### src/rtl/channel_fifo.sv
// channel_fifo: in-order elastic buffer between the producer's en/rdy channel and the downstream consumer.
// Latency: a word pushed on edge N is presented with channel_out_en=1 after that edge; there is no fall-through when empty.
// Backpressure: channel_in_rdy drops while full, with no bypass even when a pop happens in the same cycle; channel_out_rdy is ignored while empty.
// Optional build macro CHANNEL_FIFO_STATS_EN adds the level and peak occupancy outputs.
module channel_fifo #(
    parameter int WIDTH      = 32,
    parameter int DEPTH_LOG2 = 2
) (
    input  logic                  clk,
    input  logic                  rst,
    input  logic [WIDTH-1:0]      channel_in_data,
    input  logic                  channel_in_en,
    output logic                  channel_in_rdy,
    output logic [WIDTH-1:0]      channel_out_data,
    output logic                  channel_out_en,
    input  logic                  channel_out_rdy
`ifdef CHANNEL_FIFO_STATS_EN
    ,
    output logic [DEPTH_LOG2:0]   level,
    output logic [DEPTH_LOG2:0]   peak
`endif
);

    localparam int                  DEPTH   = 1 << DEPTH_LOG2;
    localparam logic [DEPTH_LOG2:0] DEPTH_C = (DEPTH_LOG2+1)'(DEPTH);
    localparam logic [DEPTH_LOG2:0] CNT_ONE = (DEPTH_LOG2+1)'(1);
    localparam logic [DEPTH_LOG2-1:0] PTR_ONE = DEPTH_LOG2'(1);

    logic [WIDTH-1:0]      mem [DEPTH];
    logic [DEPTH_LOG2-1:0] wr_ptr;
    logic [DEPTH_LOG2-1:0] rd_ptr;
    logic [DEPTH_LOG2:0]   count;
    logic [DEPTH_LOG2:0]   count_nxt;
    logic                  in_rdy_q;
    logic                  out_en_q;
    logic                  push;
    logic                  pop;

    // Handshakes only ever look at registered flags, so no input reaches the opposite side's outputs.
    assign push = channel_in_en && in_rdy_q;
    assign pop  = out_en_q && channel_out_rdy;

    assign channel_in_rdy   = in_rdy_q;
    assign channel_out_en   = out_en_q;
    assign channel_out_data = mem[rd_ptr];

    // Next occupancy: a simultaneous push and pop cancel out.
    always_comb begin
        count_nxt = count;
        case ({push, pop})
            2'b10:   count_nxt = count + CNT_ONE;
            2'b01:   count_nxt = count - CNT_ONE;
            default: count_nxt = count;
        endcase
    end

    // Pointers, occupancy and the registered rdy/en flags; both flags stay low while reset is held.
    always_ff @(posedge clk or negedge rst) begin
        if (!rst) begin
            wr_ptr   <= '0;
            rd_ptr   <= '0;
            count    <= '0;
            in_rdy_q <= 1'b0;
            out_en_q <= 1'b0;
        end else begin
            if (push) begin
                wr_ptr <= wr_ptr + PTR_ONE;
            end
            if (pop) begin
                rd_ptr <= rd_ptr + PTR_ONE;
            end
            count    <= count_nxt;
            in_rdy_q <= (count_nxt != DEPTH_C);
            out_en_q <= (count_nxt != '0);
        end
    end

    // Storage array, cleared on reset so an empty FIFO shows 0 until the first write.
    always_ff @(posedge clk or negedge rst) begin
        if (!rst) begin
            for (int i = 0; i < DEPTH; i++) begin
                mem[i] <= '0;
            end
        end else if (push) begin
            mem[wr_ptr] <= channel_in_data;
        end
    end

`ifdef CHANNEL_FIFO_STATS_EN
    logic [DEPTH_LOG2:0] peak_q;

    // High-water mark follows count upward on the same edge and only falls on reset.
    always_ff @(posedge clk or negedge rst) begin
        if (!rst) begin
            peak_q <= '0;
        end else if (count_nxt > peak_q) begin
            peak_q <= count_nxt;
        end
    end

    assign level = count;
    assign peak  = peak_q;
`endif

endmodule

### config.mk
export PLATFORM = sky130hd
export DESIGN_NAME = channel_fifo
export DESIGN_NICKNAME = d
export VERILOG_FILES = /design/src/rtl/channel_fifo.sv
export SDC_FILE = /design/constraint.sdc
export NUM_CORES = 1
export LEC_CHECK = 0
export ABC_AREA = 1
export CORE_MARGIN = 4
export CORE_UTILIZATION = 51
export DETAILED_ROUTE_END_ITERATION = 8
export PLACE_DENSITY = 0.87
export SYNTH_ARGS = -nofsm -noshare
export SYNTH_HDL_FRONTEND = slang
export SYNTH_SLANG_ARGS = --single-unit
export TNS_END_PERCENT = 5
### constraint.sdc
create_clock -name clk -period 1.64 [get_ports clk]
set_input_delay 0.492 -clock clk [delete_from_list [all_inputs] [get_ports clk]]
set_output_delay 0.492 -clock clk [all_outputs]
set_load 0.01 [all_outputs]
; Yosys cells after proc, flatten, opt, wreduce, memory -nomap -nowiden
; Index checks and enable logic that the tools add are counted.
[op_classes]
eq_ne = 3
add_sub_neg = 4
magnitude_cmp = 3
n_bitwise = 2
mux = 7
n_reduce_logical = 4
[op_table]
columns = operator, count
row1 = $bwmux 128, 1
row2 = $mux 32, 3
row3 = $bmux 32 s2, 1
row4 = $demux 32 s2, 1
row5 = $ge 3x3->1 const B, 2
row6 = $not 2->3, 2
row7 = $pmux 3 s2, 1
row8 = $add 2x1->2 const B, 2
row9 = $add 3x1->3 const B, 1
row10 = $logic_and 1x1->1, 3
row11 = $lt 3x1->1 const B, 1
row12 = $ne 3x3->1 const B, 1
row13 = $reduce_bool 3->1, 1
row14 = $sub 3x1->3 const B, 1
row15 = $eq 2x1->1 const B, 1
row16 = $eq 2x2->1 const B, 1
[totals]
inputBits = 36
ff_bits = 137
out_inout_bits = 34

; Depth between registers and ports, before layout
; Gate-level depths: netlist (run 1).
[logic_depth]
depth_word = 6
ltp_mapped = 10
depth_no_buf = 10

; Worst setup path before layout (run 1)
; No wires, ideal clock.
[synth_path]
path_kind = input-to-reg
from = input port channel_in_en
to = register out_en_q, in the netlist channel_out_en
t_arrival_ns = 1.560
path_slack_ns = -0.046
cell_stages = 7
required_ns = 1.514
path_cell_list = nand2_2 ha_1 fa_1 nand2_1 nand2_1 nor2_1 nand3_1
[synth_via]
elab_chain_cells = 4
[synth_rtl]
columns = item, line
row1 = "start, declared", 12  ; input logic channel_in_en,
row2 = $logic_and 1x1->1 (*), 40  ; assign push = channel_in_en && in_rdy_q;
row3 = $eq 2x1->1 or $eq 2x2->1 (tied branches), 50  ; case ({push, pop})
row4 = $pmux 3 s2 (*), 50
row5 = via count_nxt[1], 33  ; logic [DEPTH_LOG2:0] count_nxt;
row6 = $reduce_bool 3->1 (*), 74  ; out_en_q <= (count_nxt != '0);
row7 = "end signal, assigned", 74
row8 = "end, declared", 35  ; logic out_en_q;
; The timed path passes the listed nets; every way through them passes the cells marked *.
; A chain may end at the register's enable or synchronous reset.

; Worst setup path in the final report (run 1)
[layout_path]
from = register rd_ptr[0]
to = output port channel_out_data[1]
[layout_via]
elab_chain_cells = 4
[layout_rtl]
columns = item, line
row1 = "start, declared", 31  ; logic [DEPTH_LOG2-1:0] rd_ptr;
row2 = "start signal, assigned", 70  ; rd_ptr <= rd_ptr + PTR_ONE;
row3 = $not 2->3 (not written as such), 45  ; assign channel_out_data = mem[rd_ptr];
row4 = $bmux 32 s2, 45
row5 = $mux 32 (not written as such) (2 in series), 45
row6 = "end, declared", 14  ; output logic [WIDTH-1:0] channel_out_data,
; No other way between the ends. The select of a mux whose other input is x is not followed.

==> results.md, run 1 <==
- Die area: 14500 um2
- H-tree levels: 4
- Seq/Total Area, Yosys: 53.3%
- Antenna violations before repair: 0
- First-pass GRT wire length: 26900 um
- Leading area contributor after synthesis: dfrtp_1
- Fin Hold WS: 0.473 ns
- Core ar.: 12200 um2
- Slew HR: 82.0%
- CP required: 1.15 ns
- Ratio of cells with drive above 1 in the final layout: 27.3%
- Synthesized area: 6440 um2
- Final Cycle Share: 130%
- Met1 Usage GRT: 27.9%
- Dpl hpwl: 10100 um
- Die Wd: 120 um
- Final setup violation count: 34
- Mapped Avg Cell Area: 9.55 um2
- Final hold vios: 0
- CTS tree: done
- Synth unique cells: 23
- Max stage delay on crit path: 0.47 ns
- Fmax: 469 MHz
- DRT Wirelength: 16000 um
- Clk slew on worst S/H paths: 0.05 ns
- Avg WL per Cell: 17.1 um
- Final RePlAce weighted congestion: 0.805
- Worst R2R Start: channel_out_en
- Remaining DRCs: 0
- Largest delay contributor family on the critical path: flip-flops
- Crit Path Max Fanout: 14
- Total of max-cap violations: 0
- Vias: 5248
- Slowest CP cell: dfrtp_2
- Bufs on Longest Clock Path: 2
- Drt via density: 5.60
- RSZ-0062 raised after global routing: yes
- Input/output buffers: 69
- Post-route setup slack: -0.494 ns
- Yosys reg bits: 137
- Pin count of the biggest net entering global routing: 52
- DR iter-0 viols: 383
- Final Max Tran Viols: 0
- CP startpoint kind: flip-flop
- Die H: 120 um
- CP Data Arrival Time: 1.64 ns
- Least-Margin Pin Slew: 0.270 ns
- Kind of critical path: reg2out
- Setup crit end kind: output port
- Syn Inst Count: 674
- Antenna Violating Nets Remaining: 0
- CP Launch Point: rd_ptr[0]
- Critical path cell sequence: clkinv_4 -> buf_12 -> nor2_1 -> o22ai_1 -> buf_2
- I/O Pins: 70
- Final Net Count: 799
- Synth top area share: 53.3%
- Synth Warn #: 0
- Initial Utilization: 52.9%
- PwrDens: 2230 nW/um2
- Leakage: 3.79 nW
- Failing checks: setup timing
- Area Overhead vs Synth: 25.6%
- Total grt overflow: 0
- DRT Pass-1 Iters: 5
- # rows: 40
- Outcome: finished with violations
- Final Critical Period: 2.13 ns
- Vias in the first global route: 5641
- M3 GR Usage: 5.71%
- # diodes: 0
- Layout Skew: 0.00574 ns
- FILL cells: 882
- Setup tns final: -13.60 ns
- GRT Max-Usage Layer: met2
- Maximum VDD drop: 0.00128 V
- Mapped Nets: 716
- Root Driver: clkbuf_16
- Worst-Skew Late Latency: 0.42 ns
- Hold crit path type: in2async
- Total CTS buffers: 17
- WP buf/inv: 3
- Met2 GRT Util: 40.7%
- Synth area leaders: dfrtp_1 (53%), o21ai_2 (10%), nand2_1 (8.2%)
- Gr usage total: 23.4%
- Clock sinks: 137
## cells in the mapped netlist
master / count
nand2_1: 141
dfrtp_1: 137
o21ai_2: 77
o21ai_1: 73
nor2_1: 67
o21ai_0: 43
inv_1: 39
o22ai_1: 32
buf_6: 28
clkbuf_1: 7
buf_2: 6
ha_1: 5
nand2_8: 4
buf_4: 3
inv_2: 2
nand3_1: 2
xor2_1: 2
fa_1: 1
inv_4: 1
inv_6: 1
nand2_2: 1
nand4_1: 1
nor2_2: 1
## report_power, final
| group | switching [mW] | internal, mW | total (mW) |
|---|---|---|---|
| sequential | 0.966 | 4.94 | 5.91 |
| combinational | 4.75 | 3.55 | 8.30 |
| clock | 1.37 | 2.45 | 3.82 |
| total | 7.08 | 10.9 | 18.0 |
## layout by cell type (no fill, tap or decap), types with 5 or more instances in the layout
cell type | Yosys | routed
buf_2 | 6 | 32
o21ai_2 | 77 | 84
o22ai_1 | 32 | 28
dfrtp_1 | 137 | 136
nand2_2 | 1 | 5
buf_12 | 0 | 21
inv_1 | 39 | 38
o21ai_0 | 43 | 26
nor2_1 | 67 | 63
buf_4 | 3 | 10
clkdlybuf4s50_1 | 0 | 34
buf_6 | 28 | 5
o21ai_1 | 73 | 81
nand2_1 | 141 | 137
clkbuf_16 | 0 | 17
## worst reg2reg max path: stages, from the launching register on
cell,delay (ns)
dfrtp_1,0.40
nand2_2,0.09
inv_2,0.05
ha_4,0.16
fa_2,0.35
inv_1,0.06
nand2_1,0.07
nand3_1,0.07
nand2_1,0.08
nand2_1,0.08
nand2_1,0.06
## worst paths after layout
| check | to | slack, ns | cells after the start |
|---|---|---|---|
| worst max-delay path | channel_out_data[1] | -0.49 | 5 |
| max in group asynchronous | rd_ptr[0] | 0.63 | 3 |
| min in group clk | mem[44] | 0.48 | 2 |
| worst min-delay path | channel_in_rdy | 0.47 | 2 |
| worst max register to register | channel_in_rdy | 0.07 | 10 |
| worst min register to register | mem[44] | 0.48 | 2 |
## flip-flops by register name (all words and copies together) (netlist names)
| name | flops |
|---|---|
| wr_ptr | 2 |
| rd_ptr | 2 |
| channel_out_en | 1 |
| channel_in_rdy | 1 |
| count | 3 |
| mem | 128 |
## timing repair
item / in CTS / in global routing
hold endpoints to repair: 15 / 0
hold buffers: 1 / 0
pin swaps: 26 / 8
endpoints found under the setup margin: 37 / 35
setup buffers: 1 / 1
resized for setup: 154 / 32
cloned: 1 / 0
## per-layer routing
layer  share of wire [%]  vias up
li1                    -     2410
met1                  40     2589
met2                  52      216
met3                 5.8       33
met4                 2.0        0
met5                   0        -
## through the flow
step	instance area (um2)	utilization [%]	power, mW	setup WS [ns]	cells
finish	8080	66.5	18.0	-0.494	937
global route	8080	66.5	19.2	-0.552	937
CTS	8000	65.8	17.8	-0.534	937
detailed placement	7470	61.4	14.2	-0.561	903
global placement	7470	61.4	13.8	-0.489	903
floorplan	6440	-	10.8	0.00233	674
## area by class of cell
cell class | count | area [um2] | area share, %
Tap cell | 168 | 210 | 2.60
Sequential cell | 137 | 3430 | 42.4
Clock buffer | 23 | 468 | 5.79
Multi-Input combinational cell | 450 | 2560 | 31.7
Inverter | 43 | 171 | 2.12
Timing Repair Buffer | 108 | 1120 | 13.9
Clock inverter | 8 | 120 | 1.49
## cell families after synthesis
| logic type | share of synthesized area [%] |
|---|---|
| AO/OA/AOI/OAI | 22.6 |
| AND/OR/NAND/NOR | 13.8 |
| flip-flops | 53.3 |
| buffers and inverters | 8.75 |
| adder cells (fa/ha/maj) | 1.28 |
| XOR/XNOR | 0.272 |
No activity file was read; power rests on OpenSTA's default activity.
==> run 2: changes to the inputs <==
CELL_PAD_IN_SITES_DETAIL_PLACEMENT = 2   (was default)
CELL_PAD_IN_SITES_GLOBAL_PLACEMENT = 2   (was default)
CORE_UTILIZATION = 32   (was 51)
PLACE_DENSITY = 0.86   (was 0.87)
==> results.md, run 2 (same netlist as run 1, synthesis figures left out) <==
- First-pass GRT wire length: 38000 um (+41%)
- Die Wd: 150 um (+24%)
- Slew HR: 76.6% (-5.4 points)
- Avg WL per Cell: 23.0 um (+34%)
- I/O Pins: 70 (unchanged)
- Biggest register: mem
- DRT Pass-1 Iters: 4 (-1)
- Combinational fraction of design power: 49.6% (+3.6 points)
- Clock sinks: 137 (unchanged)
- Most used cell, CP: buf_12
- Leakage: 4.02 nW (+6.1%)
- Vias: 5417 (+3.2%)
- Final Max Tran Viols: 0 (unchanged)
- Final setup violation count: 34 (unchanged)
- Input/output buffers: 69 (unchanged)
- Layout Skew: 0.00956 ns (+0.00382 ns)
- Final Net Count: 818 (+2.4%)
- DR iter-0 viols: 218 (-43%)
- CP required: 1.15 ns (about the same)
- Worst R2R Start: channel_out_en
- Hold crit path type: reg2reg
- Remaining DRCs: 0 (unchanged)
- Root Driver: clkbuf_16
- Pre-CTS setup slack: -0.598 ns (-0.0365 ns)
- Final RePlAce weighted congestion: 0.728 (-9.6%)
- Max stage delay on crit path: 0.44 ns (-0.03 ns)
- CP Data Arrival Time: 1.86 ns (+0.22 ns)
- Post-route setup slack: -0.713 ns (-0.218 ns)
- Setup crit end kind: output port
- Ratio of cells with drive above 1 in the final layout: 33.6% (+6.3 points)
- Gr usage total: 22.5% (-0.95 points)
- Drt via density: 5.14 (-8.2%)
- Placed cell count: 1005 (+11%)
- NetSw: 8.73 mW (+23%)
- Area Overhead vs Synth: 36.3%
- Final Cycle Share: 143% (+13 points)
- Final Critical Period: 2.35 ns (+0.218 ns)
- Bufs on Longest Clock Path: 2 (unchanged)
- Die H: 150 um (+24%)
- Slowest CP cell: dfrtp_2
- Critical path cell sequence: buf_12 -> buf_12 -> buf_16 -> buf_6 -> o21ai_4 -> o22ai_2 -> buf_2
- RSZ-0062 raised after global routing: yes
- Regs by FF count: mem (128), count (3)
- WP buf/inv: 5 (+2)
- Kind of critical path: reg2out
- Pin count of the biggest net entering global routing: 32 (-38%)
- Most frequent cells in the layout: nand2_1 (136), dfrtp_1 (135), o21ai_2 (92), o21ai_1 (84), nor2_1 (50)
- Sequential power share: 29.3% (-3.5 points)
- Clk slew on worst S/H paths: 0.06 ns (about the same)
- Total grt overflow: 0 (unchanged)
- Most common cell after layout, fill and taps aside: nand2_1
- Final hold vios: 0 (unchanged)
- Largest delay contributor family on the critical path: buffers and inverters
- Sw frac: 41.8% (+2.5 points)
- DRT Wirelength: 24200 um (+51%)
- Fmax: 425 MHz (-9.3%)
- Final Util: 44.6% (-22 points)
- Least-Margin Pin Slew: 0.351 ns (+0.0812 ns)
- Total of max-cap violations: 0 (unchanged)
- Clock group share of total power: 21.1% (about the same)
- Dpl hpwl: 13500 um (+34%)
- Die area: 22400 um2 (+55%)
- # rows: 51 (+28%)
- Worst-Skew Late Latency: 0.44 ns (+0.02 ns)
- # diodes: 0 (unchanged)
- Maximum VDD drop: 0.00105 V (-18%)
- Non-filler instance count after layout: 1054 (+12%)
- CP startpoint kind: flip-flop
- Setup slack, reg-to-reg: 0.08 ns (about the same)
- PwrDens: 2380 nW/um2 (+6.8%)
- Total CTS buffers: 17 (unchanged)
- CTS tree: done
- CP Launch Point: rd_ptr[0]
- H-tree levels: 4 (unchanged)
- Vias in the first global route: 6465 (+15%)
- Antenna Violating Nets Remaining: 0 (unchanged)
- Hold Startpoint: mem[10]
- Cell-internal power: 12.2 mW (+11%)
- Outcome: finished with violations
- Crit Path Max Fanout: 5 (-9)
- Antenna violations before repair: 0 (unchanged)
- Initial Utilization: 32.7% (-20 points)
- Max FFs per register: 128 (unchanged)
- Failing checks: setup timing
- Final total power: 20.9 mW (+16%)
- Core ar.: 19700 um2 (+62%)
-- run 2: final timing paths --
kind                       cells after the start                   to
min in group asynchronous                      2              mem[10]
min                                            2              mem[10]
min reg2reg                                    2              mem[10]
max                                            7  channel_out_data[3]
max in group asynchronous                      3              mem[46]
max reg2reg                                    8       channel_in_rdy
-- run 2: worst reg2reg max path, delay by kind of cell, from the launching register on --
family,cells,cell delay [ns]
AND/OR/NAND/NOR,5,0.51
adder cells (fa/ha/maj),2,0.50
flip-flops,1,0.40
buffers and inverters,1,0.05
-- run 2: cell type report --
class                      instances  area, um2
fill                            2067      10900
clock buffer                      18        439
tap                              265        332
inverter                          43        179
clock inverter                    14        221
sequential                       137       3430
timing repair buffer             127       1460
multi-input combinational        450       2710
-- run 2: power by group through the flow --
stage          Clock (mW)  Combinational (mW)  Sequential [mW]
2_1_floorplan           0                5.26             5.59
3_3_place_gp            0                8.42             5.74
3_5_place_dp            0                8.99             5.92
4_1_cts              4.43                10.0             6.01
5_1_grt              4.61                11.2             6.31
6_report             4.42                10.4             6.13
-- run 2: per-stage QoR --
stage	TNS (ns)	cell area, um2	hold slack, ns
3_3_place_gp	-39.59	7680	0.392
5_1_grt	-19.45	8770	0.520
2_1_floorplan	0	6440	0.196
4_1_cts	-17.61	8690	0.492
3_5_place_dp	-45.75	7680	0.397
6_report	-17.49	8770	0.492
-- run 2: repair_timing --
action	CTS	global route
endpoints found under the setup margin	37	37
pin swaps	21	8
hold buffers	1	0
gates cloned	5	0
gates resized for setup	219	25
setup buffers	11	0
endpoints found under the hold margin	24	0
-- run 2: metal layers --
layer / vias to the layer above / part of all wire, % / track usage (%) / routed length [um]
li1: 2459 / - / - / -
met5: - / 0 / 0 / 0
met4: 0 / 2.8 / 9.29 / 689
met3: 40 / 2.7 / 4.39 / 646
met1: 2820 / 40 / 25.8 / 9680
met2: 98 / 55 / 40.8 / 13200
